`config.mk`:
```
export PLATFORM = sky130hd
export DESIGN_NAME = oser4_lane_sched
export DESIGN_NICKNAME = d
export VERILOG_FILES = /design/src/rtl/oser4_lane_sched.sv
export SDC_FILE = /design/constraint.sdc
export NUM_CORES = 1
export LEC_CHECK = 0
export ABC_AREA = 1
export BUFFER_PORTS_ARGS = -buffer_cell sky130_fd_sc_hd__buf_2
export CAP_MARGIN = 20
export CORE_ASPECT_RATIO = 0.7
export CORE_MARGIN = 10
export CORE_UTILIZATION = 56
export DETAILED_ROUTE_END_ITERATION = 8
export GPL_ROUTABILITY_DRIVEN = 0
export PLACE_DENSITY = 0.91
export SETUP_SLACK_MARGIN = 0.05
export SYNTH_ARGS = -nofsm -noshare
export SYNTH_HDL_FRONTEND = slang
export SYNTH_SLANG_ARGS = --single-unit
```
`constraint.sdc`:
```
create_clock -name clk_i -period 2.3 [get_ports clk_i]
set_clock_uncertainty 0.05 [all_clocks]
set_input_delay 0.46 -clock clk_i [delete_from_list [all_inputs] [get_ports clk_i]]
set_output_delay 0.46 -clock clk_i [all_outputs]
set_load 0.01 [all_outputs]
```
`src/rtl/oser4_lane_sched.sv`:
```
`timescale 1ns/1ps
`default_nettype none
// ============================================================================
// Module   : oser4_lane_sched
// Purpose  : Frame scheduler and bring-up sequencer for one OSER4 lane.
//            Presents one 4-bit word per PCLK cycle (low nibble, then high
//            nibble of each byte). Shares the lane between NREQ byte-stream
//            requesters using frame-granular round-robin arbitration. Owns
//            the OSER4 RESET/TX controls and the reset -> train -> run flow.
// Ports    : clk_i        lane PCLK, rising edge
//            nrst_i       synchronous reset, active low
//            req_valid_i  per-requester byte valid
//            req_data_i   per-requester byte, requester i on [8i+7:8i]
//            req_last_i   per-requester last-byte-of-frame flag
//            req_ready_o  per-requester accept (valid & ready on an edge)
//            retrain_i    level request to re-run RST + TRAIN
//            d_o          OSER4 D3..D0 (d_o[0] serialized first)
//            oser_reset_o OSER4 RESET
//            tx_o         OSER4 TX1,TX0 (11 = tristate, 00 = drive)
//            grant_o      one-hot current frame owner, 0 when none
//            link_up_o    high once training has completed
// Revision : 1.0 - initial release
// ============================================================================
module oser4_lane_sched #(
  parameter int          NREQ         = 2,
  parameter int          RST_CYCLES   = 8,
  parameter int          TRAIN_CYCLES = 16,
  parameter logic [3:0]  TRAIN_PAT    = 4'b0101,
  parameter logic [3:0]  IDLE_PAT     = 4'b0000
) (
  input  logic                clk_i,
  input  logic                nrst_i,
  input  logic [NREQ-1:0]     req_valid_i,
  input  logic [8*NREQ-1:0]   req_data_i,
  input  logic [NREQ-1:0]     req_last_i,
  output logic [NREQ-1:0]     req_ready_o,
  input  logic                retrain_i,
  output logic [3:0]          d_o,
  output logic                oser_reset_o,
  output logic [1:0]          tx_o,
  output logic [NREQ-1:0]     grant_o,
  output logic                link_up_o
);

  localparam int IDXW     = (NREQ > 1) ? $clog2(NREQ) : 1;
  localparam int CNT_MAXV = (RST_CYCLES > TRAIN_CYCLES) ? RST_CYCLES : TRAIN_CYCLES;
  localparam int CNTW     = $clog2(CNT_MAXV + 1);

  localparam logic [CNTW-1:0] RST_LAST   = CNTW'(RST_CYCLES - 1);
  localparam logic [CNTW-1:0] TRAIN_LAST = CNTW'(TRAIN_CYCLES - 1);
  localparam logic [CNTW-1:0] CNT_ONE    = CNTW'(1);
  localparam logic [IDXW-1:0] PTR_INIT   = IDXW'(NREQ - 1);

  typedef enum logic [2:0] {
    ST_RST   = 3'd0,
    ST_TRAIN = 3'd1,
    ST_ARB   = 3'd2,
    ST_FETCH = 3'd3,
    ST_HI    = 3'd4
  } state_t;

  state_t            state;
  logic [CNTW-1:0]   cnt;
  logic [IDXW-1:0]   ptr;       // index of the last requester that finished a frame
  logic [IDXW-1:0]   gidx;      // index of the current owner
  logic [3:0]        hi_nib;
  logic              last_q;

  logic              win_found;
  logic [IDXW-1:0]   win_idx;
  logic [NREQ-1:0]   win_oh;
  logic              sel_valid;
  logic              sel_last;
  logic [7:0]        sel_data;

  // Round-robin search starting just after ptr. The inner loop keeps every
  // bit-select index a loop constant, so no run-time index arithmetic is needed.
  always_comb begin
    win_found = 1'b0;
    win_idx   = '0;
    win_oh    = '0;
    for (int k = 1; k <= NREQ; k++) begin
      for (int i = 0; i < NREQ; i++) begin
        if (!win_found && (((int'(ptr) + k) % NREQ) == i) && req_valid_i[i]) begin
          win_found = 1'b1;
          win_idx   = IDXW'(i);
          win_oh[i] = 1'b1;
        end
      end
    end
  end

  // Byte path of the granted requester (grant_o is one-hot or zero).
  always_comb begin
    sel_data  = '0;
    sel_last  = 1'b0;
    sel_valid = |(req_valid_i & grant_o);
    for (int i = 0; i < NREQ; i++) begin
      if (grant_o[i]) begin
        sel_data = req_data_i[8*i +: 8];
        sel_last = req_last_i[i];
      end
    end
  end

  assign req_ready_o = (state == ST_FETCH) ? grant_o : '0;

  always_ff @(posedge clk_i) begin
    if (!nrst_i) begin
      state        <= ST_RST;
      cnt          <= '0;
      d_o          <= IDLE_PAT;
      oser_reset_o <= 1'b1;
      tx_o         <= 2'b11;
      grant_o      <= '0;
      link_up_o    <= 1'b0;
      ptr          <= PTR_INIT;
      gidx         <= '0;
      hi_nib       <= '0;
      last_q       <= 1'b0;
    end else begin
      case (state)
        ST_RST: begin
          if (cnt == RST_LAST) begin
            state        <= ST_TRAIN;
            cnt          <= '0;
            oser_reset_o <= 1'b0;
            tx_o         <= 2'b00;
            d_o          <= TRAIN_PAT;
          end else begin
            cnt <= cnt + CNT_ONE;
          end
        end
        ST_TRAIN: begin
          if (cnt == TRAIN_LAST) begin
            state     <= ST_ARB;
            cnt       <= '0;
            link_up_o <= 1'b1;
            d_o       <= IDLE_PAT;
          end else begin
            cnt <= cnt + CNT_ONE;
          end
        end
        ST_ARB: begin
          d_o <= IDLE_PAT;
          // Retrain wins over pending requests; it is only honoured here,
          // so a frame in flight always completes first.
          if (retrain_i) begin
            state        <= ST_RST;
            cnt          <= '0;
            link_up_o    <= 1'b0;
            oser_reset_o <= 1'b1;
            tx_o         <= 2'b11;
          end else if (win_found) begin
            grant_o <= win_oh;
            gidx    <= win_idx;
            state   <= ST_FETCH;
          end
        end
        ST_FETCH: begin
          if (sel_valid) begin
            hi_nib <= sel_data[7:4];
            last_q <= sel_last;
            d_o    <= sel_data[3:0];
            state  <= ST_HI;
          end else begin
            // Underrun inside a frame: idle the line but keep the grant.
            d_o <= IDLE_PAT;
          end
        end
        ST_HI: begin
          d_o <= hi_nib;
          if (last_q) begin
            grant_o <= '0;
            ptr     <= gidx;
            state   <= ST_ARB;
          end else begin
            state <= ST_FETCH;
          end
        end
        default: begin
          state <= ST_RST;
        end
      endcase
    end
  end

endmodule
`default_nettype wire
```
==> summary.txt, run 1 <==
Synth
  – Syn Nets: 239
  – Yosys cell types: 24
  – Synth top area cells: dfxtp_1, nand2_1, nor2_1, nand3_1, inv_1
  – Top cells by count, synth: nand2_1, nor2_1, inv_1
  – Fraction of registers with async set/reset: 0%
  – Ys Warns: 0
  – Most numerous cell in the Yosys netlist: nand2_1
  – Synth Instances: 213
  – Post-Syn Area: 1330 µm²
  – Synth Flop Type: dfxtp_1
  – Number of synthesized flops with an enable pin: 0
  – Syn Area/Cell: 6.24 µm²
  – Area leader, netlist: dfxtp_1
  – Post-synth top area share: 34.6%
  – Synthesis-stage register bit count: 23
  – Sequential fraction of the synthesis area: 34.6%

Floorplan
  – Core footprint: 2210 µm²
  – Die Y: 60.8 µm
  – Die footprint: 4760 µm²
  – I/O Pins: 35
  – Core Rows: 14
  – Die width: 78.3 µm
  – Starting Density: 60.3%

Global route
  – GRT Total Usage: 13.7%
  – Largest net degree at the start of global routing: 17
  – Vias in the first global route: 1244
  – First-pass GRT wire length: 5430 µm
  – Initial antenna violation count: 0
  – Total congestion overflow: 0

Run
  – Max-cap violation count: 0

Timing
  – Hold slack: 0.346 ns
  – Slew HR: 72.5%
  – Worst slew pin tran: 0.411 ns
  – Tcrit/Tclk final: 85.5%
  – FMAX: 509 MHz
  – Pins Over Slew Limit: 0
  – Final hold vios: 0
  – Fin crit period: 1.97 ns
  – Sum of negative setup slack: 0 ns
  – RSZ-0062 raised after global routing: false
  – Endpoints failing setup: 0

Run status
  – Outcome: finished clean

Placed design
  – DP Wirelength: 2630 µm
  – Post-place instance area: 1500 µm²
  – Count of input and output buffers: 34

Clocking
  – Setup bufs post-CTS: 0
  – CTS tree: yes
  – CTS root buffer: clkbuf_4
  – CTS HTree Levels: 1
  – CTS Buf Count: 3
  – Worst skew pair latency: 0.31 ns
  – # hold bufs at CTS: 0
  – Worst-path clk slew: 0.13 ns
  – CTS sink cnt: 23
  – Longest Clk Path Bufs: 2
  – Post_cts resized: 0

Critical path
  – Critical path capture point type: output pin
  – Critical path required time: 1.79 ns
  – Crit path kind: flop to output pin
  – CP Launch Type: flop
  – Arrival time at the worst endpoint: 1.46 ns
  – Crit path max fanout: 12

Route
  – DRT iter0 DRCs: 115
  – Vias: 1406
  – Uppermost routed layer: met4
  – Met1 WL: 1660 µm
  – Final ANT Viol Nets: 0
  – DR WL met2: 1350 µm
  – DRT Pass-1 Iters: 4
  – WL per Instance: 12.2 µm
  – Routed met3 length: 304 µm
  – Final routed DRC violation total: 0
  – Via density: 5.09
  – DRT Wirelength: 3370 µm

Finish
  – Fraction of layout cells with a size suffix above 1: 19.3%
  – Cell area after layout: 1520 µm²
  – Syn-to-layout area delta: 14.4%
  – ANT cells: 0
  – Net count, final: 271

Pwr
  – Power Dens Cells: 556 nW/µm²
  – Pwr Total: 0.845 mW
  – VDD IR max: 0.330 mV
  – Lkg Pwr: 0.774 nW

Worst hold path
  – HP Class: input port to flop
==> metrics by stage <==
step	setup WS [ns]	cells	utilization, %
after floorplan	0.765	213	-
after global placement	0.687	272	67.7
after detailed placement	0.575	272	67.7
after CTS	0.345	276	68.9
after global routing	0.210	276	68.9
final	0.335	276	68.9
==> cells by family (layout without fill, tap and decap cells) <==
family                     Yosys count  count (layout)  share of synthesized area [%]
xor gates and xnor gates             1               1                          0.659
DFF                                 23              23                           34.6
AOI/OAI and AO/OA                   30              30                           12.3
and+or+nand+nor                    122             122                           38.5
adders and majority gates            3               3                           2.82
buffers and inverters               34              65                           11.1
==> power breakdown <==
part / total [mW] / internal (mW) / switching, mW
registers: 0.457 / 0.428 / 0.0289
logic: 0.199 / 0.0775 / 0.122
clock network: 0.189 / 0.0678 / 0.121
==> layout by cell type, fill, tap and decap left out, types with 4 or more instances in the layout <==
master and instances:
nand2_1 63, buf_2 34, nor2_1 30, inv_1 25, dfxtp_1 23, nand3_1 19, a21oi_1 10, o21ai_1 7
o21ai_0 5, a31oi_1 5, nand2_2 4
==> worst max-delay path, stage by stage, from the launching register on <==
cell,delay [ns]
dfxtp_1,0.58
inv_1,0.27
nor2_1,0.14
buf_2,0.14
==> area by class of cell <==
type                            instances  area [µm²]
Inverter                               27         103
Fill cell                             205         686
Tap cell                               32        40.0
Timing Repair Buffer                   34         170
Multi-Input combinational cell        156         722
Sequential cell                        23         460
Clock buffer                            4        26.3
==> sequential cells by signal (all words and copies together), names as in the netlist <==
register   flops
gidx           1
grant_o        2
hi_nib         4
state          3
tx_o           1
d_o            4
cnt            5
last_q         1
ptr            1
link_up_o      1
==> routing by layer <==
metal  global-route usage (%)  up-vias
li1                         -      731
met1                     18.4      618
met2                     20.7       51
met3                     5.31        6
met4                     2.29        0
met5                        0        -
==> worst paths after layout <==
| kind | start | endpoint | slack (ns) | cells after the start |
|---|---|---|---|---|
| max reg2reg | cnt[0]$_SDFFE_PN0P_ | d_o[0]$_SDFFE_PN0P_ | 0.54 | 10 |
| min | req_data_i[13] | hi_nib[1]$_SDFFE_PN0P_ | 0.35 | 3 |
| max | grant_o[1]$_SDFFE_PN0P_ | req_ready_o[1] | 0.33 | 3 |
| min reg2reg | d_o[3]$_SDFFE_PN0P_ | d_o[3]$_SDFFE_PN0P_ | 0.43 | 2 |
Note: power is estimated with default switching activity, not from simulation.
==> run 2, diff against run 1 <==
--- a/config.mk
+++ b/config.mk
@@ -8,3 +8,3 @@
 export ABC_AREA = 1
-export BUFFER_PORTS_ARGS = -buffer_cell sky130_fd_sc_hd__buf_2
+export BUFFER_PORTS_ARGS = -buffer_cell sky130_fd_sc_hd__buf_4
 export CAP_MARGIN = 20
@@ -16,2 +16,3 @@
 export PLACE_DENSITY = 0.91
+export RECOVER_POWER = 100
 export SETUP_SLACK_MARGIN = 0.05
--- a/constraint.sdc
+++ b/constraint.sdc
@@ -4,2 +4,2 @@
 set_output_delay 0.46 -clock clk_i [all_outputs]
-set_load 0.01 [all_outputs]
+set_load 0.1 [all_outputs]
==> run 2 against run 1 <==
- via count decreased by 1.1%
- non-clock buffer count unchanged
- power increased by 10%
- worst setup slack got worse by 0.12 ns
- clock power increased by 2%
- critical path type unchanged
- critical endpoint unchanged
- highest routed layer unchanged
==> summary.txt, run 2 (synthesized netlist as in run 1, its figures left out) <==
Critical path
  – Crit-path slowest cell: dfxtp_1
  – Worst-path cell chain: nand2_1, nor2_1, inv_1, nor2_4, clkbuf_4
  – Crit path kind: flop to output pin
  – Crit-path max cell delay: 0.48 ns
  – Critical path capture point type: output pin
  – Critical path required time: 1.79 ns
  – Arrival time at the worst endpoint: 1.57 ns
  – CP Launch Type: flop
  – Crit path max fanout: 7

Finish
  – Net count, final: 271
  – ANT cells: 0
  – Commonest non-fill, non-tap cell in the layout: nand2_1
  – Largest regs: cnt: 5 flops, d_o: 4 flops, hi_nib: 4 flops
  – Largest register FFs: 5
  – Fraction of layout cells with a size suffix above 1: 19.3%
  – Most frequent cells in the layout: nand2_1, nor2_1, inv_1, buf_4, dfxtp_1
  – Syn-to-layout area delta: 19.7%
  – Most flops, register: cnt

Route
  – DRT iter0 DRCs: 124
  – Final routed DRC violation total: 0
  – DRT Wirelength: 3320 µm
  – DRT Pass-1 Iters: 4
  – WL per Instance: 12.0 µm
  – Vias: 1390
  – Via density: 5.04
  – Final ANT Viol Nets: 0

Timing
  – FMAX: 480 MHz
  – Sum of negative setup slack: 0 ns
  – Tcrit/Tclk final: 90.5%
  – Slew HR: 63.6%
  – RSZ-0062 raised after global routing: false
  – Fin crit period: 2.08 ns
  – Endpoints failing setup: 0
  – Pins Over Slew Limit: 0
  – Hold slack: 0.344 ns
  – Worst slew pin tran: 0.549 ns
  – Final hold vios: 0

Global route
  – Largest net degree at the start of global routing: 17
  – Vias in the first global route: 1264
  – GRT Total Usage: 14.0%
  – Total congestion overflow: 0
  – First-pass GRT wire length: 5460 µm
  – Initial antenna violation count: 0

Pwr
  – Share of power burned in registers: 48.9%
  – Combinational group share of total power: 30.4%
  – Clock power share: 20.7%
  – Sw frac: 37.6%
  – Psw: 0.351 mW
  – VDD IR max: 0.367 mV
  – Int Pwr: 0.583 mW
  – Pwr Total: 0.934 mW
  – Lkg Pwr: 0.786 nW
  – Power Dens Cells: 587 nW/µm²

Floorplan
  – Core footprint: 2210 µm²
  – Core Rows: 14
  – I/O Pins: 35
  – Die Y: 60.8 µm
  – Starting Density: 60.3%
  – Die width: 78.3 µm
  – Die footprint: 4760 µm²

Clocking
  – Worst skew pair latency: 0.32 ns
  – CTS sink cnt: 23
  – CTS tree: yes
  – Worst-path clk slew: 0.13 ns
  – CTS HTree Levels: 1
  – # hold bufs at CTS: 0
  – Longest Clk Path Bufs: 2
  – Setup bufs post-CTS: 0
  – Post_cts resized: 0
  – CTS root buffer: clkbuf_4
  – CTS Buf Count: 3

Run
  – Max-cap violation count: 0

Run status
  – Outcome: finished clean

Worst hold path
  – HP Class: input port to flop

Placed design
  – Count of input and output buffers: 34
  – DP Wirelength: 2640 µm
==> run 2: cell types whose count changed in the layout (fill, tap and decap cells not counted), sizes merged <==
cell,before,now
buf,34,22
clkbuf,4,16
clkinv,1,0
clkinvlp,0,1
==> run 2: metrics by stage <==
step / std cells / utilization (%) / cell area (µm²) / setup WS [ns]
3_5_place_dp: 272 / 72.4 / 1600 / 0.588
6_report: 276 / 72.1 / 1590 / 0.218
3_3_place_gp: 272 / 72.4 / 1600 / 0.666
4_1_cts: 276 / 73.6 / 1620 / 0.280
2_1_floorplan: 213 / - / 1350 / 0.140
5_1_grt: 276 / 72.1 / 1590 / 0.110
==> run 2: final cells by class <==
| cell class | instances | area [µm²] |
|---|---|---|
| multi-input combinational | 156 | 729 |
| inverter | 27 | 103 |
| tap | 32 | 40.0 |
| fill | 214 | 616 |
| sequential | 23 | 463 |
| timing repair buffer | 34 | 230 |
| clock buffer | 4 | 26.3 |
==> run 2: layer usage <==
| layer | track usage [%] | part of all wire [%] |
|---|---|---|
| met1 | 16.9 | 46 |
| met3 | 6.64 | 10 |
| met4 | 3.05 | 0.78 |
| met2 | 22.4 | 43 |
| met5 | 0 | 0 |
==> run 2: worst paths after layout <==
path | start | end | depth (start not counted) | slack (ns)
worst max-delay path | state[0]$_SDFFE_PN0P_ | req_ready_o[1] | 5 | 0.22
worst min-delay path | req_data_i[13] | hi_nib[1]$_SDFFE_PN0P_ | 3 | 0.34
worst max register to register | cnt[0]$_SDFFE_PN0P_ | d_o[0]$_SDFFE_PN0P_ | 9 | 0.44
worst min register to register | gidx$_SDFFE_PN0P_ | gidx$_SDFFE_PN0P_ | 2 | 0.42
==> run 2: critical path: cells and delay by family, from the launching register on <==
family                 cells  cell delay, ns
and+or+nand+nor            3            0.31
DFF                        1            0.48
buffers and inverters      2            0.46
==> run 2: power groups by stage <==
stage	combinational [mW]	clock [mW]	sequential, mW
3_3_place_gp	0.289	0	0.464
5_1_grt	0.314	0.213	0.460
4_1_cts	0.296	0.193	0.456
6_report	0.284	0.193	0.457
3_5_place_dp	0.293	0	0.464
2_1_floorplan	0.141	0	0.536
